## src/rtl/icache_direct_if.sv

```systemverilog
// Fetch-side and refill-side signal bundle for the direct-mapped instruction cache.
// The cache takes the slave view; the core/memory environment takes the master view.
interface icache_direct_if #(
   parameter int ADDR_WIDTH  = 32,
   parameter int INSTR_WIDTH = 32
) ();
   logic                   imem_req;
   logic [ADDR_WIDTH-1:0]  imem_addr;
   logic [INSTR_WIDTH-1:0] imem_rdata;
   logic                   imem_valid;
   logic                   mem_req;
   logic [ADDR_WIDTH-1:0]  mem_addr;
   logic [INSTR_WIDTH-1:0] mem_rdata;
   logic                   mem_valid;
   logic                   flush;
   logic                   busy;
   logic [31:0]            hit_count;
   logic [31:0]            miss_count;

   modport slave (
      input  imem_req, imem_addr, mem_rdata, mem_valid, flush,
      output imem_rdata, imem_valid, mem_req, mem_addr, busy, hit_count, miss_count
   );

   modport master (
      output imem_req, imem_addr, mem_rdata, mem_valid, flush,
      input  imem_rdata, imem_valid, mem_req, mem_addr, busy, hit_count, miss_count
   );
endinterface

```

## src/rtl/icache_direct.sv

```systemverilog
// Direct-mapped read-only instruction cache: whole-line in-order refill on miss,
// whole-cache invalidate, saturating hit/miss counters.
module icache_direct #(
   parameter int ADDR_WIDTH     = 32,
   parameter int INSTR_WIDTH    = 32,
   parameter int NUM_LINES      = 16,
   parameter int WORDS_PER_LINE = 4
) (
   input logic          clk,
   input logic          rst_n,
   icache_direct_if.slave bus
);
   localparam int WORD_BITS  = $clog2(WORDS_PER_LINE);
   localparam int INDEX_BITS = $clog2(NUM_LINES);
   localparam int INDEX_LSB  = 2 + WORD_BITS;
   localparam int TAG_LSB    = INDEX_LSB + INDEX_BITS;
   localparam int TAG_BITS   = ADDR_WIDTH - TAG_LSB;

   typedef enum logic [2:0] {IDLE, RESPOND, REFILL, FILL_DONE, FLUSH} state_t;

   state_t                  state_reg;
   logic [NUM_LINES-1:0]    valid_reg;
   logic [TAG_BITS-1:0]     tag_mem  [NUM_LINES];
   logic [INSTR_WIDTH-1:0]  data_mem [NUM_LINES][WORDS_PER_LINE];

   logic [TAG_BITS-1:0]     req_tag_reg;
   logic [INDEX_BITS-1:0]   req_index_reg;
   logic [WORD_BITS-1:0]    req_word_reg;
   logic [WORD_BITS-1:0]    fill_cnt_reg;
   logic                    flush_pending_reg;
   logic                    imem_valid_reg;
   logic [INSTR_WIDTH-1:0]  imem_rdata_reg;
   logic                    mem_req_reg;
   logic [ADDR_WIDTH-1:0]   mem_addr_reg;
   logic [31:0]             hit_count_reg;
   logic [31:0]             miss_count_reg;

   logic [TAG_BITS-1:0]     req_tag;
   logic [INDEX_BITS-1:0]   req_index;
   logic [WORD_BITS-1:0]    req_word;
   logic                    lookup_hit;
   logic                    fill_last;
   logic                    unused_addr_bits;

   assign req_tag          = bus.imem_addr[ADDR_WIDTH-1:TAG_LSB];
   assign req_index        = bus.imem_addr[TAG_LSB-1:INDEX_LSB];
   assign req_word         = bus.imem_addr[INDEX_LSB-1:2];
   assign unused_addr_bits = ^bus.imem_addr[1:0];
   assign lookup_hit       = valid_reg[req_index] && (tag_mem[req_index] == req_tag);
   assign fill_last        = (fill_cnt_reg == WORD_BITS'(WORDS_PER_LINE - 1));

   // Line storage carries no reset: valid_reg alone decides whether contents are used.
   always_ff @(posedge clk) begin
      if (state_reg == REFILL && bus.mem_valid) begin
         data_mem[req_index_reg][fill_cnt_reg] <= bus.mem_rdata;
         if (fill_last)
            tag_mem[req_index_reg] <= req_tag_reg;
      end
   end

   always_ff @(posedge clk or negedge rst_n) begin
      if (!rst_n) begin
         state_reg         <= IDLE;
         valid_reg         <= '0;
         req_tag_reg       <= '0;
         req_index_reg     <= '0;
         req_word_reg      <= '0;
         fill_cnt_reg      <= '0;
         flush_pending_reg <= 1'b0;
         imem_valid_reg    <= 1'b0;
         imem_rdata_reg    <= '0;
         mem_req_reg       <= 1'b0;
         mem_addr_reg      <= '0;
         hit_count_reg     <= '0;
         miss_count_reg    <= '0;
      end else begin
         imem_valid_reg <= 1'b0;
         if (bus.flush)
            flush_pending_reg <= 1'b1;

         case (state_reg)
            IDLE: begin
               if (flush_pending_reg || bus.flush) begin
                  flush_pending_reg <= 1'b0;
                  state_reg         <= FLUSH;
               end else if (bus.imem_req) begin
                  req_tag_reg   <= req_tag;
                  req_index_reg <= req_index;
                  req_word_reg  <= req_word;
                  if (lookup_hit) begin
                     imem_rdata_reg <= data_mem[req_index][req_word];
                     imem_valid_reg <= 1'b1;
                     if (hit_count_reg != '1)
                        hit_count_reg <= hit_count_reg + 32'd1;
                     state_reg <= RESPOND;
                  end else begin
                     if (miss_count_reg != '1)
                        miss_count_reg <= miss_count_reg + 32'd1;
                     fill_cnt_reg <= '0;
                     mem_req_reg  <= 1'b1;
                     mem_addr_reg <= {req_tag, req_index, {WORD_BITS{1'b0}}, 2'b00};
                     state_reg    <= REFILL;
                  end
               end
            end
            RESPOND: state_reg <= IDLE;
            REFILL: begin
               // The address only advances once the current word has been returned.
               if (bus.mem_valid) begin
                  if (fill_last) begin
                     mem_req_reg              <= 1'b0;
                     valid_reg[req_index_reg] <= 1'b1;
                     state_reg                <= FILL_DONE;
                  end else begin
                     fill_cnt_reg <= fill_cnt_reg + WORD_BITS'(1);
                     mem_addr_reg <= mem_addr_reg + ADDR_WIDTH'(4);
                  end
               end
            end
            FILL_DONE: begin
               imem_rdata_reg <= data_mem[req_index_reg][req_word_reg];
               imem_valid_reg <= 1'b1;
               state_reg      <= RESPOND;
            end
            FLUSH: begin
               valid_reg <= '0;
               state_reg <= IDLE;
            end
            default: state_reg <= IDLE;
         endcase
      end
   end

   assign bus.imem_valid = imem_valid_reg;
   assign bus.imem_rdata = imem_rdata_reg;
   assign bus.mem_req    = mem_req_reg;
   assign bus.mem_addr   = mem_addr_reg;
   assign bus.busy       = (state_reg != IDLE);
   assign bus.hit_count  = hit_count_reg;
   assign bus.miss_count = miss_count_reg;
endmodule

```

## src/flat_wrapper.sv

```systemverilog
// flat-port wrapper written by rule: the top's interface ports become plain ports
module icache_direct_flat 
#(
   parameter int ADDR_WIDTH     = 32,
   parameter int INSTR_WIDTH    = 32,
   parameter int NUM_LINES      = 16,
   parameter int WORDS_PER_LINE = 4
)
  (clk, rst_n, bus_imem_req, bus_imem_addr, bus_mem_rdata, bus_mem_valid, bus_flush, bus_imem_rdata, bus_imem_valid, bus_mem_req, bus_mem_addr, bus_busy, bus_hit_count, bus_miss_count);
  icache_direct_if #(.ADDR_WIDTH(ADDR_WIDTH), .INSTR_WIDTH(INSTR_WIDTH)) bus_i ();
  input logic clk;
  input logic rst_n;
  input wire logic [$bits(bus_i.imem_req)-1:0] bus_imem_req;
  input wire logic [$bits(bus_i.imem_addr)-1:0] bus_imem_addr;
  input wire logic [$bits(bus_i.mem_rdata)-1:0] bus_mem_rdata;
  input wire logic [$bits(bus_i.mem_valid)-1:0] bus_mem_valid;
  input wire logic [$bits(bus_i.flush)-1:0] bus_flush;
  output wire logic [$bits(bus_i.imem_rdata)-1:0] bus_imem_rdata;
  output wire logic [$bits(bus_i.imem_valid)-1:0] bus_imem_valid;
  output wire logic [$bits(bus_i.mem_req)-1:0] bus_mem_req;
  output wire logic [$bits(bus_i.mem_addr)-1:0] bus_mem_addr;
  output wire logic [$bits(bus_i.busy)-1:0] bus_busy;
  output wire logic [$bits(bus_i.hit_count)-1:0] bus_hit_count;
  output wire logic [$bits(bus_i.miss_count)-1:0] bus_miss_count;
  assign bus_i.imem_req = bus_imem_req;
  assign bus_i.imem_addr = bus_imem_addr;
  assign bus_i.mem_rdata = bus_mem_rdata;
  assign bus_i.mem_valid = bus_mem_valid;
  assign bus_i.flush = bus_flush;
  assign bus_imem_rdata = bus_i.imem_rdata;
  assign bus_imem_valid = bus_i.imem_valid;
  assign bus_mem_req = bus_i.mem_req;
  assign bus_mem_addr = bus_i.mem_addr;
  assign bus_busy = bus_i.busy;
  assign bus_hit_count = bus_i.hit_count;
  assign bus_miss_count = bus_i.miss_count;
  icache_direct #(.ADDR_WIDTH(ADDR_WIDTH), .INSTR_WIDTH(INSTR_WIDTH), .NUM_LINES(NUM_LINES), .WORDS_PER_LINE(WORDS_PER_LINE)) u_core (.clk(clk), .rst_n(rst_n), .bus(bus_i));
endmodule
```

## config.mk

```make
export PLATFORM = sky130hd
export DESIGN_NAME = icache_direct_flat
export DESIGN_NICKNAME = d
export VERILOG_FILES = /design/src/rtl/icache_direct_if.sv /design/src/rtl/icache_direct.sv /design/src/flat_wrapper.sv
export SDC_FILE = /design/constraint.sdc
export NUM_CORES = 2
export LEC_CHECK = 0
export CELL_PAD_IN_SITES_DETAIL_PLACEMENT = 1
export CELL_PAD_IN_SITES_GLOBAL_PLACEMENT = 1
export CORE_MARGIN = 3
export CORE_UTILIZATION = 32
export CTS_CLUSTER_SIZE = 25
export DETAILED_ROUTE_END_ITERATION = 10
export PLACE_DENSITY_LB_ADDON = 0.1
export REMOVE_ABC_BUFFERS = 1
export SKIP_CTS_REPAIR_TIMING = 1
export SYNTH_ARGS = -nofsm -noshare
export SYNTH_HDL_FRONTEND = slang
export SYNTH_SLANG_ARGS = --single-unit
```

## constraint.sdc

```tcl
create_clock -name clk -period 5.8 [get_ports clk]
set_clock_uncertainty 0.1 [all_clocks]
set_input_delay 1.16 -clock clk [delete_from_list [all_inputs] [get_ports clk]]
set_output_delay 1.16 -clock clk [all_outputs]
set_load 0.01 [all_outputs]
```

==> reports/metrics.cfg <==
[run_status]
status = finished clean

[timing]
max_slew_margin_pct = 19.4
timing.final.setup_violations = 0
grt_setup_unrepaired = no
slew_viol_final = 0
worst_slew_pin_slew_ps = 1200
max_freq_mhz = 216
final_critical_path_time_including_i_o_delays_and_setup_ps = 4620
layout_worst_path_cycle_share_pct = 79.7
setup_total_negative_slack_ps = 0
final_hold_viol_count = 0

[worst_setup_path]
worstPathArrival_ps = 5300
cp_num_buf_inv = 4
worst_setup_path_startpoint = bus_imem_addr[5]
slowest_stage = sky130_fd_sc_hd__a2111oi_1
timing.critical_path.cells = buf_8 -> buf_12 -> buf_12 -> mux4_2 -> mux2i_1 -> mux2i_1 -> xor2_1 -> a2111oi_1 -> o2111ai_2 -> nor3_4 -> buf_12 -> nand2_1 -> mux2_1
worstReg2RegStart = u_core.tag_mem[6][20]
r2r_setup_slack_ps = 1750
worstSetupEndpointType = flop
worstPathMaxFanout = 37
r2r-end = u_core.bus.hit_count[1]
required_ps = 6480
cp_top_family = compound AO/OA/AOI/OAI gates
cp-start-kind = primary input
worstSetupPathType = primary input to flop
timing.reg2reg.worst_path_depth = 10
critPathMostFrequentCell = sky130_fd_sc_hd__buf_12
cpPeakStageDelay_ps = 710

[synth]
post_synthesis_register_bit_count = 2612
synth.mux.area_fraction_pct = 27.7
post_synth.cell_area_avg_um2 = 21.3
yosys.area.top_type = sky130_fd_sc_hd__edfxtp_1
postSynth.asyncResetShare_pct = 6.89
synth_cell_type_count = 74
netlist.area_leader.share_pct = 62.1
synth-simple-area-share_pct = 2.51
main_synth_ff_type = sky130_fd_sc_hd__edfxtp_1
count_of_flip_flops_with_a_built_in_enable_after_synthesis = 2432
yosys-top-cells-area = sky130_fd_sc_hd__edfxtp_1 (62%), sky130_fd_sc_hd__mux4_2 (27%), sky130_fd_sc_hd__dfrtp_1 (3.8%), sky130_fd_sc_hd__mux2i_1 (0.71%), sky130_fd_sc_hd__clkbuf_1 (0.68%)
synth_fa_ha_area_share_pct = 0.0745
mappedNetlistArea_um2 = 118000
ys_seq_area_share_pct = 65.9
yosys_warnings = 0
synth_top_family_by_area = multiplexers
yosys.area_share.xor_xnor_pct = 0.663
complex_gate_fraction_of_the_synthesized_area_pct = 1.57
synthCells = 5519

[clock_tree]
htree_levels = 5
cts_root_buf = sky130_fd_sc_hd__clkbuf_16
cts_buffers = 310
cts_tree = yes
worst_setup_hold_path_clk_slew_ps = 60
clock_latency_ps = 920
clock_sinks = 2612
clock_path_buffers = 4

[layout]
most-common-layout-cells = sky130_fd_sc_hd__edfxtp_1 (2432), sky130_fd_sc_hd__mux4_2 (1399), sky130_fd_sc_hd__clkbuf_16 (318), sky130_fd_sc_hd__buf_4 (194), sky130_fd_sc_hd__nand2_1 (190)
largest-register = u_core.data_mem
fill_cells = 34467
largest_registers = u_core.data_mem x2048, u_core.tag_mem x384
postLayoutCellArea_um2 = 137000
area_growth_syn_to_layout_pct = 16.6
finish.net_count = 5961
layout.cells.most_common = sky130_fd_sc_hd__edfxtp_1
number_of_flip_flops_in_the_largest_register = 2048
drive_above_1_share_pct = 37.0

[placed_design]
placed_area_um2 = 127000
io_buffers = 195
dpl.hpwl_um = 243000
place.gp.congestion = 0.742

[floorplanning]
die_height_um = 612
chipWidth_um = 612
core_area_um2 = 364000
starting_density_of_the_core_pct = 32.3
row_count = 221
design.die.area_um2 = 375000
ios = 200

[route]
routed-via-count = 63339
vias_per_cell = 5.80
detailed_router_iteration_count_before_antenna_repair = 6
drc = 0
routed_wl_um = 414000
drtAntennaViolNets = 0
drt_iter0_markers = 6056
route.detailed.wl_per_inst_um = 37.9

[power]
seq_power_share_pct = 42.0
power.switching_mw = 15.3
peakVddDrop_uv = 304
static_leak_nw = 42.6
p_clk_share_pct = 35.5
switching_power_share_of_the_total_pct = 28.4
power_density_nw_per_um2 = 392
pwr-share-comb_pct = 22.5
internal_power_mw = 38.4

[grt]
initial_antenna_violation_count = 16
globalRouteTotalUtil_pct = 21.9
overflow = 0
grt_max_degree = 87
first_pass_grt_wire_length_um = 573000
grt_pass1_vias = 68081

[flow_run]
max_cap_violations = 0

[hold_path]
hp-class = primary input to asynchronous set/reset pin

==> stage by stage <==
step | cells | hold slack, ps | utilization [%] | power (mW) | setup slack [ps]
floorplan | 5101 | 358 | - | 30.2 | -18940
global placement | 10367 | 373 | 35.0 | 35.3 | 283
detailed placement | 10367 | 382 | 35.0 | 35.3 | 245
CTS | 10924 | 100 | 37.6 | 54.6 | 1230
global route | 10925 | 119 | 37.6 | 55.8 | 1100
finish | 10927 | 111 | 37.6 | 53.7 | 1180
==> final cells by class <==
type | count | area (um^2) | share of cell area, %
Sequential cell | 2612 | 77600 | 56.6
Multi-Input combinational cell | 2475 | 38800 | 28.3
Clock buffer | 402 | 8470 | 6.18
Tap cell | 4794 | 6000 | 4.37
Timing Repair Buffer | 472 | 4940 | 3.61
Clock inverter | 155 | 1280 | 0.931
Inverter | 14 | 60.1 | 0.0438
Antenna cell | 3 | 7.51 | 0.00548
==> per-layer routing <==
layer  track usage (%)  routed length (um)  up-vias
met1              31.2              184000    36217
met4              5.13               10200        2
li1                  -                   -    24788
met3              3.04               19400      517
met5                 0                   8        -
met2              35.5              200000     1815
==> power by group through the flow <==
stage / clock [mW] / sequential (mW) / combinational [mW]
final: 19.1 / 22.6 / 12.1
after global routing: 20.4 / 22.7 / 12.8
after CTS: 19.6 / 22.6 / 12.4
after detailed placement: 0 / 23.0 / 12.3
after global placement: 0 / 22.9 / 12.3
after floorplan: 0 / 23.1 / 7.11
==> cell usage after synthesis, types with 7 or more instances <==
library cell,count
sky130_fd_sc_hd__nand4_1,19
sky130_fd_sc_hd__mux2_2,18
sky130_fd_sc_hd__mux2i_1,84
sky130_fd_sc_hd__nand3_1,124
sky130_fd_sc_hd__buf_4,16
sky130_fd_sc_hd__clkbuf_1,212
sky130_fd_sc_hd__xnor2_1,47
sky130_fd_sc_hd__buf_1,85
sky130_fd_sc_hd__nor3_1,28
sky130_fd_sc_hd__o21ai_0,21
sky130_fd_sc_hd__a31oi_1,14
sky130_fd_sc_hd__o211ai_1,45
sky130_fd_sc_hd__mux4_2,1399
sky130_fd_sc_hd__ha_1,7
sky130_fd_sc_hd__nor2b_1,23
sky130_fd_sc_hd__and2_1,15
sky130_fd_sc_hd__nand2_1,192
sky130_fd_sc_hd__dfrtp_1,180
sky130_fd_sc_hd__edfxtp_1,2432
sky130_fd_sc_hd__a211oi_1,18
sky130_fd_sc_hd__nor4_1,26
sky130_fd_sc_hd__and3_1,24
sky130_fd_sc_hd__xor2_1,42
sky130_fd_sc_hd__buf_2,100
sky130_fd_sc_hd__o2bb2a_4,9
sky130_fd_sc_hd__o22ai_1,15
sky130_fd_sc_hd__nor2_1,146
sky130_fd_sc_hd__o22a_1,17
sky130_fd_sc_hd__a21oi_1,57
sky130_fd_sc_hd__inv_1,12
==> kinds of logic after synthesis <==
kind of cell	Yosys count
DFF	2612
adders and majority gates	7
AOI/OAI and AO/OA	244
buffers and inverters	433
other	1
and+or+nand+nor	631
xor gates and xnor gates	89
muxes	1502
==> worst max path at each step <==
| stage | end | cells past startpoint | slack, ps |
|---|---|---|---|
| global placement | u_core.bus.hit_count[1] | 13 | 280 |
| detailed placement | u_core.bus.hit_count[1] | 13 | 240 |
| global route | u_core.bus.hit_count[1] | 13 | 1100 |
| floorplan | u_core.data_mem[15][0] | 2 | -18940 |
| CTS | u_core.bus.hit_count[1] | 13 | 1230 |
| finish | u_core.bus.hit_count[1] | 13 | 1180 |
No activity file was read; power rests on OpenSTA's default activity.
